[config.mk]
export PLATFORM = sky130hd
export DESIGN_NAME = uart_rx_top_flat
export DESIGN_NICKNAME = d
export VERILOG_FILES = /design/src/rtl/uart_rx_top_if.sv /design/src/rtl/uart_rx_top.sv /design/src/flat_wrapper.sv
export SDC_FILE = /design/constraint.sdc
export NUM_CORES = 1
export LEC_CHECK = 0
export ABC_CLOCK_PERIOD_IN_PS = 2900
export BUFFER_PORTS_ARGS = -buffer_cell sky130_fd_sc_hd__buf_2
export CAP_MARGIN = 20
export CORE_ASPECT_RATIO = 0.9
export CORE_MARGIN = 5
export CORE_UTILIZATION = 25
export DETAILED_ROUTE_END_ITERATION = 10
export GPL_TIMING_DRIVEN = 0
export PLACE_DENSITY = 0.37
export SLEW_MARGIN = 25
export SYNTH_ARGS = -nofsm -noshare
export SYNTH_HDL_FRONTEND = slang
export SYNTH_SLANG_ARGS = --single-unit
[constraint.sdc]
create_clock -name clk -period 2.9 [get_ports clk]
set_input_delay 0.58 -clock clk [delete_from_list [all_inputs] [get_ports clk]]
set_output_delay 0.58 -clock clk [all_outputs]
set_load 0.05 [all_outputs]
[src/rtl/uart_rx_top_if.sv]
// Receiver-side bundle for uart_rx_top: serial line and frame configuration in,
// recovered word, status pulses and busy out.
interface uart_rx_top_if #(
   parameter int DATA_WIDTH     = 8,
   parameter int PRESCALE_WIDTH = 6
);
   logic                      rx_in;
   logic [PRESCALE_WIDTH-1:0] prescale;
   logic                      par_en;
   logic                      par_type;
   logic [DATA_WIDTH-1:0]     p_data;
   logic                      data_valid;
   logic                      par_err;
   logic                      stop_err;
   logic                      busy;

   modport master (
      output rx_in, prescale, par_en, par_type,
      input  p_data, data_valid, par_err, stop_err, busy
   );

   modport slave (
      input  rx_in, prescale, par_en, par_type,
      output p_data, data_valid, par_err, stop_err, busy
   );
endinterface

[src/rtl/uart_rx_top.sv]
// Oversampling UART receiver with 2-of-3 majority vote per bit, optional parity and error pulses.
// Define UART_RX_SYNC_EN to pass rx_in through a 2-flop synchronizer first.
module uart_rx_top #(
   parameter int DATA_WIDTH     = 8,
   parameter int PRESCALE_WIDTH = 6,
   parameter int BIT_CNT_WIDTH  = 4
) (
   input  logic          clk,
   input  logic          rst,
   uart_rx_top_if.slave  bus
);
   typedef enum logic [2:0] {IDLE, START, DATA, PARITY, STOP} state_t;

   localparam logic [PRESCALE_WIDTH-1:0] ONE  = PRESCALE_WIDTH'(1);
   localparam logic [PRESCALE_WIDTH-1:0] TWO  = PRESCALE_WIDTH'(2);
   localparam logic [BIT_CNT_WIDTH-1:0]  BONE = BIT_CNT_WIDTH'(1);
   localparam logic [BIT_CNT_WIDTH-1:0]  BLAST = BIT_CNT_WIDTH'(DATA_WIDTH - 1);

   state_t                    state, state_nxt;
   logic                      rx_s, rx_prev, fell, edge_pend;
   logic [PRESCALE_WIDTH-1:0] p_lat, half, edge_cnt;
   logic                      par_en_lat, par_type_lat;
   logic [2:0]                smp;
   logic                      maj, bit_end, vote_pt;
   logic [DATA_WIDTH-1:0]     shreg;
   logic [BIT_CNT_WIDTH-1:0]  bit_cnt;
   logic                      par_bad;
   logic                      start_go, start_late, frame_end;

`ifdef UART_RX_SYNC_EN
   logic [1:0] sync;
   always_ff @(posedge clk) begin
      if (rst) sync <= 2'b11;
      else     sync <= {sync[0], bus.rx_in};
   end
   assign rx_s = sync[1];
`else
   assign rx_s = bus.rx_in;
`endif

   assign fell    = rx_prev & ~rx_s;
   assign half    = p_lat >> 1;
   assign bit_end = (edge_cnt == p_lat - ONE);
   assign vote_pt = (edge_cnt == half + TWO);
   assign maj     = (smp[0] & smp[1]) | (smp[0] & smp[2]) | (smp[1] & smp[2]);

   always_ff @(posedge clk) begin
      if (rst) state <= IDLE;
      else     state <= state_nxt;
   end

   // A start edge seen during the last stop cycle is honoured one cycle late
   // with edge_cnt pre-advanced, so zero-idle frames keep their bit alignment.
   always_comb begin
      state_nxt  = state;
      start_go   = 1'b0;
      start_late = 1'b0;
      frame_end  = 1'b0;
      case (state)
         IDLE: begin
            if (fell) begin
               state_nxt = START;
               start_go  = 1'b1;
            end else if (edge_pend && !rx_s) begin
               state_nxt  = START;
               start_go   = 1'b1;
               start_late = 1'b1;
            end
         end
         START: begin
            if (vote_pt && maj) state_nxt = IDLE;
            else if (bit_end)   state_nxt = DATA;
         end
         DATA: begin
            if (bit_end && bit_cnt == BLAST) state_nxt = par_en_lat ? PARITY : STOP;
         end
         PARITY: begin
            if (bit_end) state_nxt = STOP;
         end
         STOP: begin
            if (bit_end) begin
               state_nxt = IDLE;
               frame_end = 1'b1;
            end
         end
         default: state_nxt = IDLE;
      endcase
   end

   always_ff @(posedge clk) begin
      if (rst) begin
         rx_prev        <= 1'b1;
         edge_pend      <= 1'b0;
         p_lat          <= '0;
         par_en_lat     <= 1'b0;
         par_type_lat   <= 1'b0;
         edge_cnt       <= '0;
         bit_cnt        <= '0;
         smp            <= 3'b111;
         shreg          <= '0;
         par_bad        <= 1'b0;
         bus.p_data     <= '0;
         bus.data_valid <= 1'b0;
         bus.par_err    <= 1'b0;
         bus.stop_err   <= 1'b0;
         bus.busy       <= 1'b0;
      end else begin
         rx_prev        <= rx_s;
         edge_pend      <= frame_end & fell;
         bus.data_valid <= 1'b0;
         bus.par_err    <= 1'b0;
         bus.stop_err   <= 1'b0;
         bus.busy       <= (state_nxt != IDLE);
         if (start_go) begin
            p_lat        <= bus.prescale;
            par_en_lat   <= bus.par_en;
            par_type_lat <= bus.par_type;
            edge_cnt     <= start_late ? ONE : '0;
            bit_cnt      <= '0;
            par_bad      <= 1'b0;
         end else if (state != IDLE) begin
            edge_cnt <= (bit_end || state_nxt == IDLE) ? '0 : edge_cnt + ONE;
            if (edge_cnt == half - ONE) smp[0] <= rx_s;
            if (edge_cnt == half)       smp[1] <= rx_s;
            if (edge_cnt == half + ONE) smp[2] <= rx_s;
            if (bit_end) begin
               case (state)
                  DATA: begin
                     shreg   <= {maj, shreg[DATA_WIDTH-1:1]};
                     bit_cnt <= bit_cnt + BONE;
                  end
                  PARITY:  par_bad <= (maj != (par_type_lat ? ~^shreg : ^shreg));
                  default: ;
               endcase
            end
            // Stop error outranks parity error; only a clean frame updates p_data.
            if (frame_end) begin
               if (!maj)         bus.stop_err <= 1'b1;
               else if (par_bad) bus.par_err  <= 1'b1;
               else begin
                  bus.p_data     <= shreg;
                  bus.data_valid <= 1'b1;
               end
            end
         end
      end
   end
endmodule
[src/flat_wrapper.sv]
// flat-port wrapper written by rule: the top's interface ports become plain ports
module uart_rx_top_flat 
#(
   parameter int DATA_WIDTH     = 8,
   parameter int PRESCALE_WIDTH = 6,
   parameter int BIT_CNT_WIDTH  = 4
)
  (clk, rst, bus_rx_in, bus_prescale, bus_par_en, bus_par_type, bus_p_data, bus_data_valid, bus_par_err, bus_stop_err, bus_busy);
  uart_rx_top_if #(.DATA_WIDTH(DATA_WIDTH), .PRESCALE_WIDTH(PRESCALE_WIDTH)) bus_i ();
  input  logic clk;
  input  logic rst;
  input wire logic [$bits(bus_i.rx_in)-1:0] bus_rx_in;
  input wire logic [$bits(bus_i.prescale)-1:0] bus_prescale;
  input wire logic [$bits(bus_i.par_en)-1:0] bus_par_en;
  input wire logic [$bits(bus_i.par_type)-1:0] bus_par_type;
  output wire logic [$bits(bus_i.p_data)-1:0] bus_p_data;
  output wire logic [$bits(bus_i.data_valid)-1:0] bus_data_valid;
  output wire logic [$bits(bus_i.par_err)-1:0] bus_par_err;
  output wire logic [$bits(bus_i.stop_err)-1:0] bus_stop_err;
  output wire logic [$bits(bus_i.busy)-1:0] bus_busy;
  assign bus_i.rx_in = bus_rx_in;
  assign bus_i.prescale = bus_prescale;
  assign bus_i.par_en = bus_par_en;
  assign bus_i.par_type = bus_par_type;
  assign bus_p_data = bus_i.p_data;
  assign bus_data_valid = bus_i.data_valid;
  assign bus_par_err = bus_i.par_err;
  assign bus_stop_err = bus_i.stop_err;
  assign bus_busy = bus_i.busy;
  uart_rx_top #(.DATA_WIDTH(DATA_WIDTH), .PRESCALE_WIDTH(PRESCALE_WIDTH), .BIT_CNT_WIDTH(BIT_CNT_WIDTH)) u_core (.clk(clk), .rst(rst), .bus(bus_i));
endmodule
# After elaboration in Yosys (flattened, before gate mapping)
# Index checks and enable logic that the tools add are counted.
[totals]
ff_bits = 47
latch_bits = 0
mem_bits_rw = 0
mem_bits_ro = 0
input_bits = 11
output_inout_bits = 12
wordCells = 94
mem_count = 0
[classes]
add_sub_neg = 6
n_mul = 0
div = 0
order_cmp = 0
eq_ne = 11
shift = 0
mux = 24
n_bitwise = 13
reduce_logical = 22
[op_table]
columns = ["operator", "n"]
rows = [
  ["6-bit == test", 4],
  ["3-bit 2-to-1 mux", 8],
  ["6-bit 2-to-1 mux", 3],
  ["3-bit case mux with 5 select lines", 1],
  ["3-bit AND reduction", 5],
  ["1-bit 2-to-1 mux", 12],
  ["8-bit XNOR reduction", 1],
  ["8-bit XOR reduction", 1],
  ["5-bit by 1-bit adder with 6-bit output, second input constant", 1],
  ["5-bit by 2-bit adder with 6-bit output, second input constant", 1],
  ["6-bit by 1-bit adder with 6-bit output, second input constant", 1],
  ["3-bit by 2-bit == test with 1-bit output, second input constant", 2],
  ["6-bit by 5-bit == test with 1-bit output", 1],
  ["3-bit logical NOT", 2],
  ["1-bit NOT", 6],
  ["3-bit nonzero test", 2],
  ["5-bit by 1-bit subtractor with 6-bit output, second input constant", 1],
  ["6-bit by 1-bit subtractor with 6-bit output, second input constant", 1],
  ["1-bit AND", 5],
  ["5-bit AND reduction", 1],
  ["5-bit OR reduction", 1],
  ["4-bit by 1-bit adder with 4-bit output, second input constant", 1],
  ["4-bit by 3-bit == test with 1-bit output, second input constant", 1],
  ["4-bit AND reduction", 1],
  ["other kinds (10)", 13],
]

# Logic depth before layout (Yosys ltp)
# Gate-level depths: netlist of the first run.
[depth]
ltp_word = 11
ltp_mapped = 12
depth_no_buf = 9

# Worst setup path after synthesis of the first run
# Ideal clock, no wire load.
[synth_path]
path_kind = "flip-flop to flip-flop"
startpoint = "reg u_core.p_lat[1]"
endpoint = "reg u_core.bit_cnt[3]"
setup_ns = 0.087
arrival_time_ns = 2.310
required_ns = 2.813
setup_slack_ns = 0.503
stages_incl_launch_ff = 10
n_path_buf = 1
period_less_slack_ns = 2.397
cell_sequence = "dfxtp_1 inv_1 ha_1 xnor2_1 nor4_2 nand4_1 or3_1 buf_2 or3_1 a211oi_1"
[synth_between]
elab_chain_len = 3
[synth_rtl]
columns = ["element", "line", "text"]
rows = [
  ["start, declared", "uart_rx_top.sv:21", "logic [PRESCALE_WIDTH-1:0] p_lat, half, edge_cnt;"],
  ["start signal, assigned", "uart_rx_top.sv:115", "p_lat <= bus.prescale;"],
  ["6-bit by 1-bit subtractor with 6-bit output", "uart_rx_top.sv:43", "assign bit_end = (edge_cnt == p_lat - ONE);"],
  ["6-bit == test", "uart_rx_top.sv:43", ""],
  ["3-bit AND reduction (no line)", "n/a", ""],
  ["end signal, assigned", "uart_rx_top.sv:130", "bit_cnt <= bit_cnt + BONE;"],
  ["end, declared", "uart_rx_top.sv:26", "logic [BIT_CNT_WIDTH-1:0] bit_cnt;"],
]
# No other way between the ends.
# A chain may end at the register's enable or synchronous reset.

# Worst setup path in the final report of the first run
# Ends and elaborated chain as after synthesis.

==> results of run 1 <==
==> final cells by class <==
cell class,count,area (µm²)
well taps,126,157.7
repair buffers,21,105.1
clock buffers,5,125.1
flip-flops and latches,47,942.2
clock inverters,3,67.56
inverters,11,41.29
multi-input cells,223,1475
fillers,1067,6783
plain buffers,19,87.58
==> Yosys cell counts, types with 2 or more instances <==
cell	n	area, µm²
nor2b_1	4	25.02
nor3b_1	4	30.03
nor4_1	5	31.28
mux2i_1	21	210.2
ha_1	9	112.6
dfxtp_1	47	940.9
nand3b_1	2	15.01
a31oi_1	4	25.02
nand4b_1	3	26.28
o21ai_0	9	45.04
inv_1	11	41.29
nand3_1	9	45.04
clkbuf_1	9	33.78
xnor2_1	29	254.0
nand2_1	31	116.4
buf_2	7	35.03
nor4b_1	2	17.52
buf_4	2	15.01
a21oi_1	17	85.08
nand4_1	4	25.02
nor3_1	10	50.05
or3_1	3	18.77
o211ai_1	2	15.01
and3_1	2	12.51
xor2_1	6	52.55
nor2_1	32	120.1
==> logic make-up after synthesis <==
logic type                 count (synthesis)
adders and majority gates                 10
DFF                                       47
and+or+nand+nor                          117
muxes                                     21
xor gates and xnor gates                  35
AOI/OAI and AO/OA                         40
buffers and inverters                     30
==> placed cells by master, fill, tap and decap left out, types with 6 or more instances in the layout <==
cell	Yosys	layout
dfxtp_1	47	46
nor2_1	32	32
nand2_1	31	31
xnor2_1	29	29
buf_2	7	28
mux2i_1	21	21
a21oi_1	17	17
inv_1	11	10
clkbuf_1	9	9
o21ai_0	9	9
nor3_1	10	9
nand3_1	9	9
ha_1	9	9
xor2_1	6	6
==> worst min-delay path by stage <==
stage / start / slack (ps) / end
final: u_core.par_bad / 470 / u_core.bus.par_err
after CTS: u_core.par_bad / 470 / u_core.bus.par_err
after global routing: u_core.par_bad / 510 / u_core.bus.data_valid
after floorplan: u_core.par_bad / 440 / u_core.bus.par_err
after global placement: u_core.par_bad / 460 / u_core.bus.par_err
after detailed placement: u_core.par_bad / 460 / u_core.bus.par_err
==> routing by layer <==
layer,GRT usage (%),part of all wire (%),vias to the layer above
met2,15.36,40,41
met4,2.983,1.2,0
met5,0,0,-
met3,2.063,3.5,7
met1,16.68,55,975
li1,-,-,1094
==> worst max-delay path, delay by kind of cell, from the launching register on <==
| family | cells | cell delay, ps |
|---|---|---|
| xor+xnor | 1 | 160 |
| flops | 1 | 370 |
| simple gates | 5 | 1300 |
| fa+ha+maj | 1 | 250 |
| buf+inv | 2 | 350 |
| compound gates | 1 | 210 |
==> power by group through the flow <==
stage,clock (mW),sequential [mW],combinational [mW]
6_report,0.745,0.676,0.189
5_1_grt,0.793,0.678,0.210
4_1_cts,0.771,0.675,0.191
3_5_place_dp,0,0.690,0.190
3_3_place_gp,0,0.690,0.191
2_1_floorplan,0,0.689,0.141
==> stage by stage <==
stage / cell area, µm² / utilization, % / total power, mW / hold slack [ps] / worst slack [ps]
6_report: 3002 / 30.68 / 1.610 / 469.0 / 158.7
5_1_grt: 3002 / 30.68 / 1.681 / 512.7 / 17.05
4_1_cts: 2995 / 30.61 / 1.638 / 472.4 / 8.732
3_5_place_dp: 2803 / 28.64 / 0.8804 / 463.5 / 36.72
3_3_place_gp: 2803 / 28.64 / 0.8817 / 461.9 / 29.92
2_1_floorplan: 2540 / - / 0.8298 / 435.7 / 503.1
==> registers in the layout, summed over array words and instances, names as in the netlist <==
signal and flops:
u_core.bus.stop_err 1, u_core.bus.par_err 1, u_core.state 3, u_core.bus.p_data 8
u_core.smp 3, u_core.bus.busy 1, u_core.par_en_lat 1, u_core.rx_prev 1
u_core.edge_cnt 6, u_core.shreg 8, u_core.p_lat 6, u_core.edge_pend 1
u_core.bit_cnt 4, u_core.par_bad 1, u_core.bus.data_valid 1, u_core.par_type_lat 1
==> metrics.md, run 1 <==
| Metric | Value |
|---|---|
| Status | completed |
| GPL Wtd Cong | 0.7365 |
| Sw Share | 23.45% |
| Post-synth ARST share | 0% |
| First-pass GRT wire length | 10610 µm |
| Placed Cells | 447 |
| Clock Pin Slew Worst Setup and Hold Paths | 60 ps |
| Critical Path Most Common Cell | or3_1 |
| CTS Buffer Depth | 2 |
| Area delta synth->final | 18.18% |
| Synth Area in XOR/XNOR | 12.07% |
| Clk sinks | 47 |
| Post-DP HPWL | 4805 µm |
| Synthesized area per cell | 8.466 µm² |
| Sequential share of power | 42.0% |
| FMAX | 364.8 MHz |
| Post-synth EDFFs | 0 |
| Residual DRC | 0 |
| Critical Path Start | u_core.p_lat[1] |
| Max_cap viols | 0 |
| GRT Util Overall | 10.89% |
| R2r endpoint | u_core.bit_cnt[3] |
| Psw | 0.3774 mW |
| Clk_lat worst skew | 290 ps |
| Hold Crit Class | reg -> reg |
| Syn Nets | 320 |
| Initial core utilization | 25.96% |
| Net count, final | 348 |
| Clock power frac | 46.3% |
| Final hold violation count | 0 |
| Comb pwr share | 11.7% |
| Number of global-route vias before repair | 2036 |
| RSZ-0062 raised after global routing | false |
| CTS tree | done |
| Mux share of post-synthesis cell area | 8.276% |
| Post-synthesis simple-gate area fraction | 23.35% |
| Most common flop cell mapped by yosys | dfxtp_1 |
| 1st-iter DRT viols | 103 |
| Synth cell types | 42 |
| Final ANT Viol Nets | 0 |
| Final min period | 2741 ps |
| Slew Viols, Final | 0 |
| Max VDD drop | 0.2771 mV |
| Part of the Yosys area used for sequential elements | 37.04% |
| Height of the chip | 105.6 µm |
| TritonRoute pass-1 iters | 4 |
| Worst Setup End Kind | register |
| Yosys reg bits | 47 |
| Power per cell area | 536.2 nW/µm² |
| R2R Path Start | u_core.p_lat[1] |
| Max incr delay on CP | 370 ps |
| Postcts setup bufs | 0 |
| Max Fanout on Critical Path | 10 |
| Count of final setup violators | 0 |
| Routed len/inst | 13.98 µm |
| Hold Path Depth | 2 |
| Hold buffer count at cts | 0 |
| Clock skew after layout | 3.268 ps |
| Synth Area in Adders | 4.828% |
| DIE AREA | 12280 µm² |
| Die Span X | 116.2 µm |
| Largest net degree at the start of global routing | 16 |
| H-tree Lvls | 2 |
| Syn Inst Count | 300 |
| Cts bufs inserted | 5 |
| Core area | 9784 µm² |
| Via density | 4.653 |
| Period Utilization, post-route | 94.53% |
| Clock Tree Root | clkbuf_16 |
| Cell leakage power | 1.118 nW |
| Worst-path cell chain | inv_1, ha_1, nor3b_2, nand2_1, xnor2_1, nand4_1, or3_1, buf_2, or3_1, a211oi_1 |
| Worst Setup Start Kind | register |
| Combinational family with the most area after synthesis | simple AND/OR/NAND/NOR gates |
| Compound-Gate Fraction of Synth Area | 9.360% |
| Post-synthesis cell area | 2540 µm² |
| Crit path kind | reg -> reg |
| CP arrival | 2940 ps |
| FP Rows | 34 |
| Worst rel slew slack | 55.32% |
| Fin Setup TNS | 0 ps |
| Synth warnings | 0 |
| Layout Cells excl Fill | 455 |
| Fraction of final layout cells sized beyond drive strength 1 | 13.37% |
| Final wirelength | 6363 µm |
| Int Pwr | 1.232 mW |
| Tightest Pin Transition | 670.2 ps |
| Io pins | 23 |
| Post_cts resized | 0 |
| FF-to-FF setup slack | 160 ps |
| Crit path required time | 3100 ps |
| Initial antenna violation count | 0 |
| Vias | 2117 |
| Port bufs | 21 |
| R2R cell count | 10 |
| Slowest CP cell | dfxtp_2 |
| Remaining global-route overflow | 0 |
| Antenna cell count | 0 |
| Setup crit end | u_core.bit_cnt[3] |
No activity file was read; power rests on OpenSTA's default activity.
==> inputs of run 2 (changes only) <==
- CORE_UTILIZATION: 25 -> 50
- CTS_CLUSTER_SIZE: not set -> 40
- PLACE_DENSITY: 0.37 -> 0.66
==> metrics.md, run 2 (same netlist as run 1, synthesis figures left out) <==
| Metric | Value |
|---|---|
| Multi-input logic area | 1481 µm² (was 1475 µm²) |
| Post_cts resized | 0 (unchanged) |
| Fraction of final layout cells sized beyond drive strength 1 | 12.77% (was 13.37%) |
| Power per cell area | 474.3 nW/µm² (was 536.2 nW/µm²) |
| Commonest cells after routing, fill and taps aside | dfxtp_1 (47), nor2_1 (32), nand2_1 (31), xnor2_1 (29), buf_2 (28) (was dfxtp_1 (46), nor2_1 (32), nand2_1 (31), xnor2_1 (29), buf_2 (28)) |
| Cell leakage power | 1.091 nW (was 1.118 nW) |
| Period Utilization, post-route | 94.07% (was 94.53%) |
| Largest net degree at the start of global routing | 15 (was 16) |
| CTS Buffer Depth | 2 (unchanged) |
| Worst rel slew slack | 55.13% (was 55.32%) |
| H-tree Lvls | 2 (unchanged) |
| Antenna cell count | 0 (unchanged) |
| Height of the chip | 77.62 µm (was 105.6 µm) |
| CTS tree | done (unchanged) |
| TritonRoute pass-1 iters | 4 (unchanged) |
| Net count, final | 348 (unchanged) |
| Remaining global-route overflow | 0 (unchanged) |
| Worst Setup Start Kind | register (unchanged) |
| FMAX | 366.6 MHz (was 364.8 MHz) |
| Tightest Pin Transition | 673.1 ps (was 670.2 ps) |
| GPL Wtd Cong | 0.9016 (was 0.7365) |
| Initial core utilization | 51.89% (was 25.96%) |
| Io pins | 23 (unchanged) |
| Final wirelength | 5377 µm (was 6363 µm) |
| Port bufs | 21 (unchanged) |
| Initial antenna violation count | 0 (unchanged) |
| RSZ-0062 raised after global routing | false (unchanged) |
| Status | completed (unchanged) |
| Crit path required time | 3120 ps (was 3100 ps) |
| Max VDD drop | 0.3421 mV (was 0.2771 mV) |
| Die Span X | 85.13 µm (was 116.2 µm) |
| R2R cell count | 9 (was 10) |
| Worst Setup End Kind | register (unchanged) |
| Core area | 4895 µm² (was 9784 µm²) |
| Count of final setup violators | 0 (unchanged) |
| Hold Path Depth | 2 (unchanged) |
| Hold Crit Class | reg -> reg (unchanged) |
| Placed cell area | 2726 µm² (was 2803 µm²) |
| Design area | 2855 µm² (was 3002 µm²) |
| Most common cell after layout, fill and taps aside | dfxtp_1 (unchanged) |
| Number of global-route vias before repair | 1931 (was 2036) |
| First-pass GRT wire length | 9177 µm (was 10610 µm) |
| Clock Pin Slew Worst Setup and Hold Paths | 90 ps (was 60 ps) |
| Clk_lat worst skew | 300 ps (was 290 ps) |
| Final ANT Viol Nets | 0 (unchanged) |
| Final hold violation count | 0 (unchanged) |
| Area delta synth->final | 12.41% (was 18.18%) |
| Vias | 2079 (was 2117) |
| Residual DRC | 0 (unchanged) |
| GRT Util Overall | 16.94% (was 10.89%) |
| Clock skew after layout | 7.956 ps (was 3.268 ps) |
| Post-DP HPWL | 4038 µm (was 4805 µm) |
| Routed len/inst | 13.65 µm (was 13.98 µm) |
| Fin Setup TNS | 0 ps (unchanged) |
| Cts bufs inserted | 5 (unchanged) |
| FP Rows | 24 (was 34) |
| Max Fanout on Critical Path | 10 (unchanged) |
| Hold buffer count at cts | 0 (unchanged) |
| CP arrival | 2940 ps (about the same) |
| Clk sinks | 47 (unchanged) |
| Postcts setup bufs | 0 (unchanged) |
| Register area | 940.9 µm² (was 942.2 µm²) |
| Max_cap viols | 0 (unchanged) |
| Fillers | 464 (was 1067) |
| 1st-iter DRT viols | 86 (was 103) |
| Via density | 5.277 (was 4.653) |
| Crit path kind | reg -> reg (unchanged) |
| Regs by FF count | u_core.bus.p_data: 8 flops, u_core.shreg: 8 flops (unchanged) |
| Final min period | 2728 ps (was 2741 ps) |
| Clock Tree Root | clkbuf_8 (was clkbuf_16) |
| Slew Viols, Final | 0 (unchanged) |
| DIE AREA | 6607 µm² (was 12280 µm²) |
-- run 2: changes by cell type in the layout (fill, tap and decap cells not counted) --
cell and change:
clkinv_2 +1, clkinvlp_4 -1, clkbuf_8 +6, dfxtp_1 +1, inv_1 +1, clkbuf_16 -5, dfxtp_2 -1, nor3b_4 +1
inv_2 -1, bufinv_16 -1, nor3b_2 -1
-- run 2: report_power, final --
group | switching, mW | total [mW] | leakage [nW] | internal (mW)
Sequential | 0.0159 | 0.674 | 0.381 | 0.658
Clock | 0.213 | 0.492 | 0.0612 | 0.279
Combinational | 0.107 | 0.188 | 0.649 | 0.0810
-- run 2: layer usage --
metal	wire (µm)	GRT usage, %	up-vias
met2	2300	24.92	40
met5	0	0	-
li1	-	-	1088
met4	68	4.905	0
met1	2732	24.58	944
met3	276	4.025	7
-- run 2: worst max-delay path, cell delays in order, from the launching register on --
cell	delay, ps
dfxtp_1	480
inv_1	170
ha_1	320
xnor2_1	130
nor4_2	270
nand4_1	190
or3_1	330
buf_2	180
or3_1	350
a211oi_1	220
-- run 2: cell type report --
type	count	share of cell area (%)
Timing Repair Buffer	21	3.681
Clock buffer	6	2.892
Sequential cell	47	32.95
Inverter	11	1.446
Multi-Input combinational cell	223	51.88
Clock inverter	2	1.227
Buffer	19	3.067
Tap cell	65	2.848
-- run 2: worst paths after layout --
kind	from	endpoint	slack (ps)
worst min register to register	u_core.shreg[0]	u_core.shreg[0]	490
worst max-delay path	u_core.p_lat[1]	u_core.bit_cnt[3]	170
worst max register to register	u_core.p_lat[1]	u_core.bit_cnt[3]	170
worst min-delay path	u_core.shreg[0]	u_core.shreg[0]	490
-- run 2: through the flow --
step	hold slack, ps	utilization [%]	total power [mW]	std cells	setup slack (ps)
floorplan	435.7	-	0.8298	300	503.1
global route	478.4	58.33	1.426	394	2.298
finish	489.9	58.33	1.354	394	172.1
CTS	486.2	58.10	1.366	394	119.1
global placement	465.7	55.70	0.8702	386	164.5
detailed placement	477.5	55.70	0.8728	386	143.6
==> inputs of run 3 (changes only) <==
- ABC_AREA: not set -> 1
==> metrics.md, run 3 <==
| Metric | Value |
|---|---|
| Routed len/inst | 13.05 µm (was 13.65 µm) |
| Most common flop cell mapped by yosys | dfxtp_1 (unchanged) |
| Initial core utilization | 51.23% (was 51.89%) |
| Largest area contributor in the netlist | dfxtp_1 (unchanged) |
| Critical Path Most Common Cell | nand2_1 (was or3_1) |
| Core area | 5224 µm² (was 4895 µm²) |
| Net count, final | 426 (was 348) |
| Worst rel slew slack | 60.33% (was 55.13%) |
| Syn Nets | 397 (was 320) |
| Hold Crit Class | reg -> reg (unchanged) |
| Max_cap viols | 0 (unchanged) |
| Yosys reg bits | 47 (unchanged) |
| CP arrival | 2620 ps (was 2940 ps) |
| Part of the Yosys area used for sequential elements | 35.16% (was 37.04%) |
| Worst-path cell chain | inv_1, ha_1, inv_1, nand2_1, nand2_1, nor2_1, nand2_1, nor2_4, nand3_4, nand2_1, nand2_1, clkinv_1, nand2_1, nor2_2, nand2_2, nand3_1, a21oi_1 (was inv_1, ha_1, xnor2_1, nor4_2, nand4_1, or3_1, buf_2, or3_1, a211oi_1) |
| Synth warnings | 0 (unchanged) |
| FF-to-FF setup slack | 450 ps (was 170 ps) |
| R2R Path Start | u_core.p_lat[1] (unchanged) |
| Final wirelength | 6172 µm (was 5377 µm) |
| Die Span X | 87.12 µm (was 85.13 µm) |
| Largest net degree at the start of global routing | 14 (was 15) |
| Height of the chip | 79.41 µm (was 77.62 µm) |
| TritonRoute pass-1 iters | 4 (unchanged) |
| Max Fanout on Critical Path | 10 (unchanged) |
| Crit path kind | reg -> reg (unchanged) |
| Top cells by count, synth | nand2_1 (78), dfxtp_1 (47), a21oi_1 (38) (was dfxtp_1 (47), nor2_1 (32), nand2_1 (31)) |
| Final Power | 1.327 mW (was 1.354 mW) |
| Clock Pin Slew Worst Setup and Hold Paths | 90 ps (about the same) |
| Tightest Pin Transition | 591.0 ps (was 673.1 ps) |
| Count of final setup violators | 0 (unchanged) |
| Worst Setup End Kind | register (unchanged) |
| Post-DP HPWL | 4686 µm (was 4038 µm) |
| Power per cell area | 448.5 nW/µm² (was 474.3 nW/µm²) |
| Top-area cell type share of the netlist area | 35.16% (was 37.04%) |
| Antenna cell count | 0 (unchanged) |
| Post-synth EDFFs | 0 (unchanged) |
| Synthesized area per cell | 7.099 µm² (was 8.466 µm²) |
| DIE AREA | 6918 µm² (was 6607 µm²) |
| Area contributors post-synth | dfxtp_1 (35%), nand2_1 (11%), a21oi_1 (7.1%) (was dfxtp_1 (37%), xnor2_1 (10%), mux2i_1 (8.3%)) |
| Regs by FF count | u_core.bus.p_data: 8 flops, u_core.shreg: 8 flops (unchanged) |
| Cell leakage power | 1.303 nW (was 1.091 nW) |
| Residual DRC | 0 (unchanged) |
| Worst Setup Start Kind | register (unchanged) |
| Commonest cells after routing, fill and taps aside | nand2_1 (78), dfxtp_1 (47), a21oi_1 (38), inv_1 (37), nor2_1 (35) (was dfxtp_1 (47), nor2_1 (32), nand2_1 (31), xnor2_1 (29), buf_2 (28)) |
| Post-synth ARST share | 0% (unchanged) |
| Area delta synth->final | 10.52% (was 12.41%) |
| 1st-iter DRT viols | 93 (was 86) |
| Io pins | 23 (unchanged) |
| GPL Wtd Cong | 0.9681 (was 0.9016) |
| Via density | 5.239 (was 5.277) |
| Slowest CP cell | dfxtp_1 (unchanged) |
| FP Rows | 25 (was 24) |
| Setup crit end | u_core.edge_cnt[4] (was u_core.bit_cnt[3]) |
| H-tree Lvls | 2 (unchanged) |
| Port bufs | 22 (was 21) |
| Number of global-route vias before repair | 2244 (was 1931) |
| Max incr delay on CP | 450 ps (was 480 ps) |
| CTS tree | done (unchanged) |
| Vias | 2478 (was 2079) |
| Clk_lat worst skew | 290 ps (was 300 ps) |
| Clock Tree Root | clkbuf_8 (unchanged) |
| Critical Path Start | u_core.p_lat[1] (unchanged) |
| FMAX | 408.4 MHz (was 366.6 MHz) |
| Post_cts resized | 0 (unchanged) |
| R2r endpoint | u_core.edge_cnt[4] (was u_core.bit_cnt[3]) |
| Clk sinks | 47 (unchanged) |
| Fin Setup TNS | 0 ps (unchanged) |
| CTS Buffer Depth | 2 (unchanged) |
| Fraction of final layout cells sized beyond drive strength 1 | 15.52% (was 12.77%) |
| R2R cell count | 17 (was 9) |
| Remaining global-route overflow | 0 (unchanged) |
| Synth cell types | 36 (was 42) |
| Post-synthesis cell area | 2676 µm² (was 2540 µm²) |
| Postcts setup bufs | 0 (unchanged) |
| Syn Inst Count | 377 (was 300) |
| Status | completed (unchanged) |
| GRT Util Overall | 19.03% (was 16.94%) |
| Hold buffer count at cts | 0 (unchanged) |
| Most common cell after layout, fill and taps aside | nand2_1 (was dfxtp_1) |
| Cts bufs inserted | 5 (unchanged) |
| Initial antenna violation count | 0 (unchanged) |
| Period Utilization, post-route | 84.43% (was 94.07%) |
| Final min period | 2449 ps (was 2728 ps) |
| Final ANT Viol Nets | 0 (unchanged) |
| RSZ-0062 raised after global routing | false (unchanged) |
| Slew Viols, Final | 0 (unchanged) |
| First-pass GRT wire length | 10470 µm (was 9177 µm) |
| Crit path required time | 3070 ps (was 3120 ps) |
| Clock skew after layout | 5.384 ps (was 7.956 ps) |
| Max VDD drop | 0.4283 mV (was 0.3421 mV) |
| Final hold violation count | 0 (unchanged) |
| Most frequent cell after synthesis | nand2_1 (was dfxtp_1) |
==> run 3: changes by cell type in the layout (fill, tap and decap cells not counted), moves of 6 or more <==
cell / change
a21oi_1: +21
clkbuf_1: -6
inv_1: +26
inv_2: +10
mux2i_1: -21
nand2_1: +47
nand3_1: +13
o21ai_1: +9
xnor2_1: -17
==> run 3: area by class of cell <==
cell class / instances / area, µm²
buffer: 11 / 65.06
clock buffer: 6 / 82.58
clock inverter: 1 / 5.005
fill: 521 / 2266
inverter: 48 / 180.2
multi-input combinational: 271 / 1490
sequential: 47 / 940.9
tap: 67 / 83.83
timing repair buffer: 22 / 110.1
==> run 3: worst max-delay path, delay by kind of cell (launching register included) <==
kind | cells | cell delay [ps]
simple gates | 12 | 1210
flops | 1 | 450
fa+ha+maj | 1 | 330
buf+inv | 3 | 270
compound gates | 1 | 60
==> run 3: through the flow <==
| step | utilization, % | hold slack [ps] | cell area [µm²] | cells | setup slack [ps] |
|---|---|---|---|---|---|
| floorplan | - | 436.2 | 2676 | 377 | 851.3 |
| global placement | 54.95 | 456.8 | 2870 | 466 | 480.0 |
| detailed placement | 54.95 | 466.4 | 2870 | 466 | 478.6 |
| CTS | 56.62 | 480.0 | 2958 | 473 | 470.4 |
| global route | 56.62 | 500.4 | 2958 | 473 | 180.5 |
| finish | 56.62 | 479.3 | 2958 | 473 | 451.5 |
==> run 3: power breakdown <==
| group | internal, mW | switching (mW) | leakage (nW) |
|---|---|---|---|
| Clock | 0.187 | 0.213 | 0.0470 |
| Sequential | 0.661 | 0.0192 | 0.381 |
| Combinational | 0.0802 | 0.166 | 0.875 |
| Total | 0.929 | 0.398 | 1.30 |
==> run 3: routing by layer <==
metal / GRT usage, % / vias up / part of all wire, %
met5: 0 / - / 0
met4: 4.908 / 0 / 1.7
met3: 3.509 / 9 / 6.1
met2: 28.07 / 60 / 41
met1: 28.37 / 1115 / 52
li1: - / 1294 / -
==> run 3: cell families after synthesis <==
family,Yosys count,share of synthesized area [%]
compound gates,72,14.96
xor+xnor,19,6.218
flops,47,35.16
simple gates,171,30.29
fa+ha+maj,9,4.208
buf+inv,59,9.163
==> run 3: worst min-delay path by stage <==
stage,start,endpoint,slack [ps],depth (start not counted)
2_1_floorplan,u_core.smp[0],u_core.smp[0],440,2
3_3_place_gp,u_core.smp[0],u_core.smp[0],460,2
3_5_place_dp,u_core.smp[0],u_core.smp[0],470,2
4_1_cts,u_core.rx_prev,u_core.edge_pend,480,2
5_1_grt,u_core.rx_prev,u_core.edge_pend,500,2
6_report,u_core.rx_prev,u_core.edge_pend,480,2
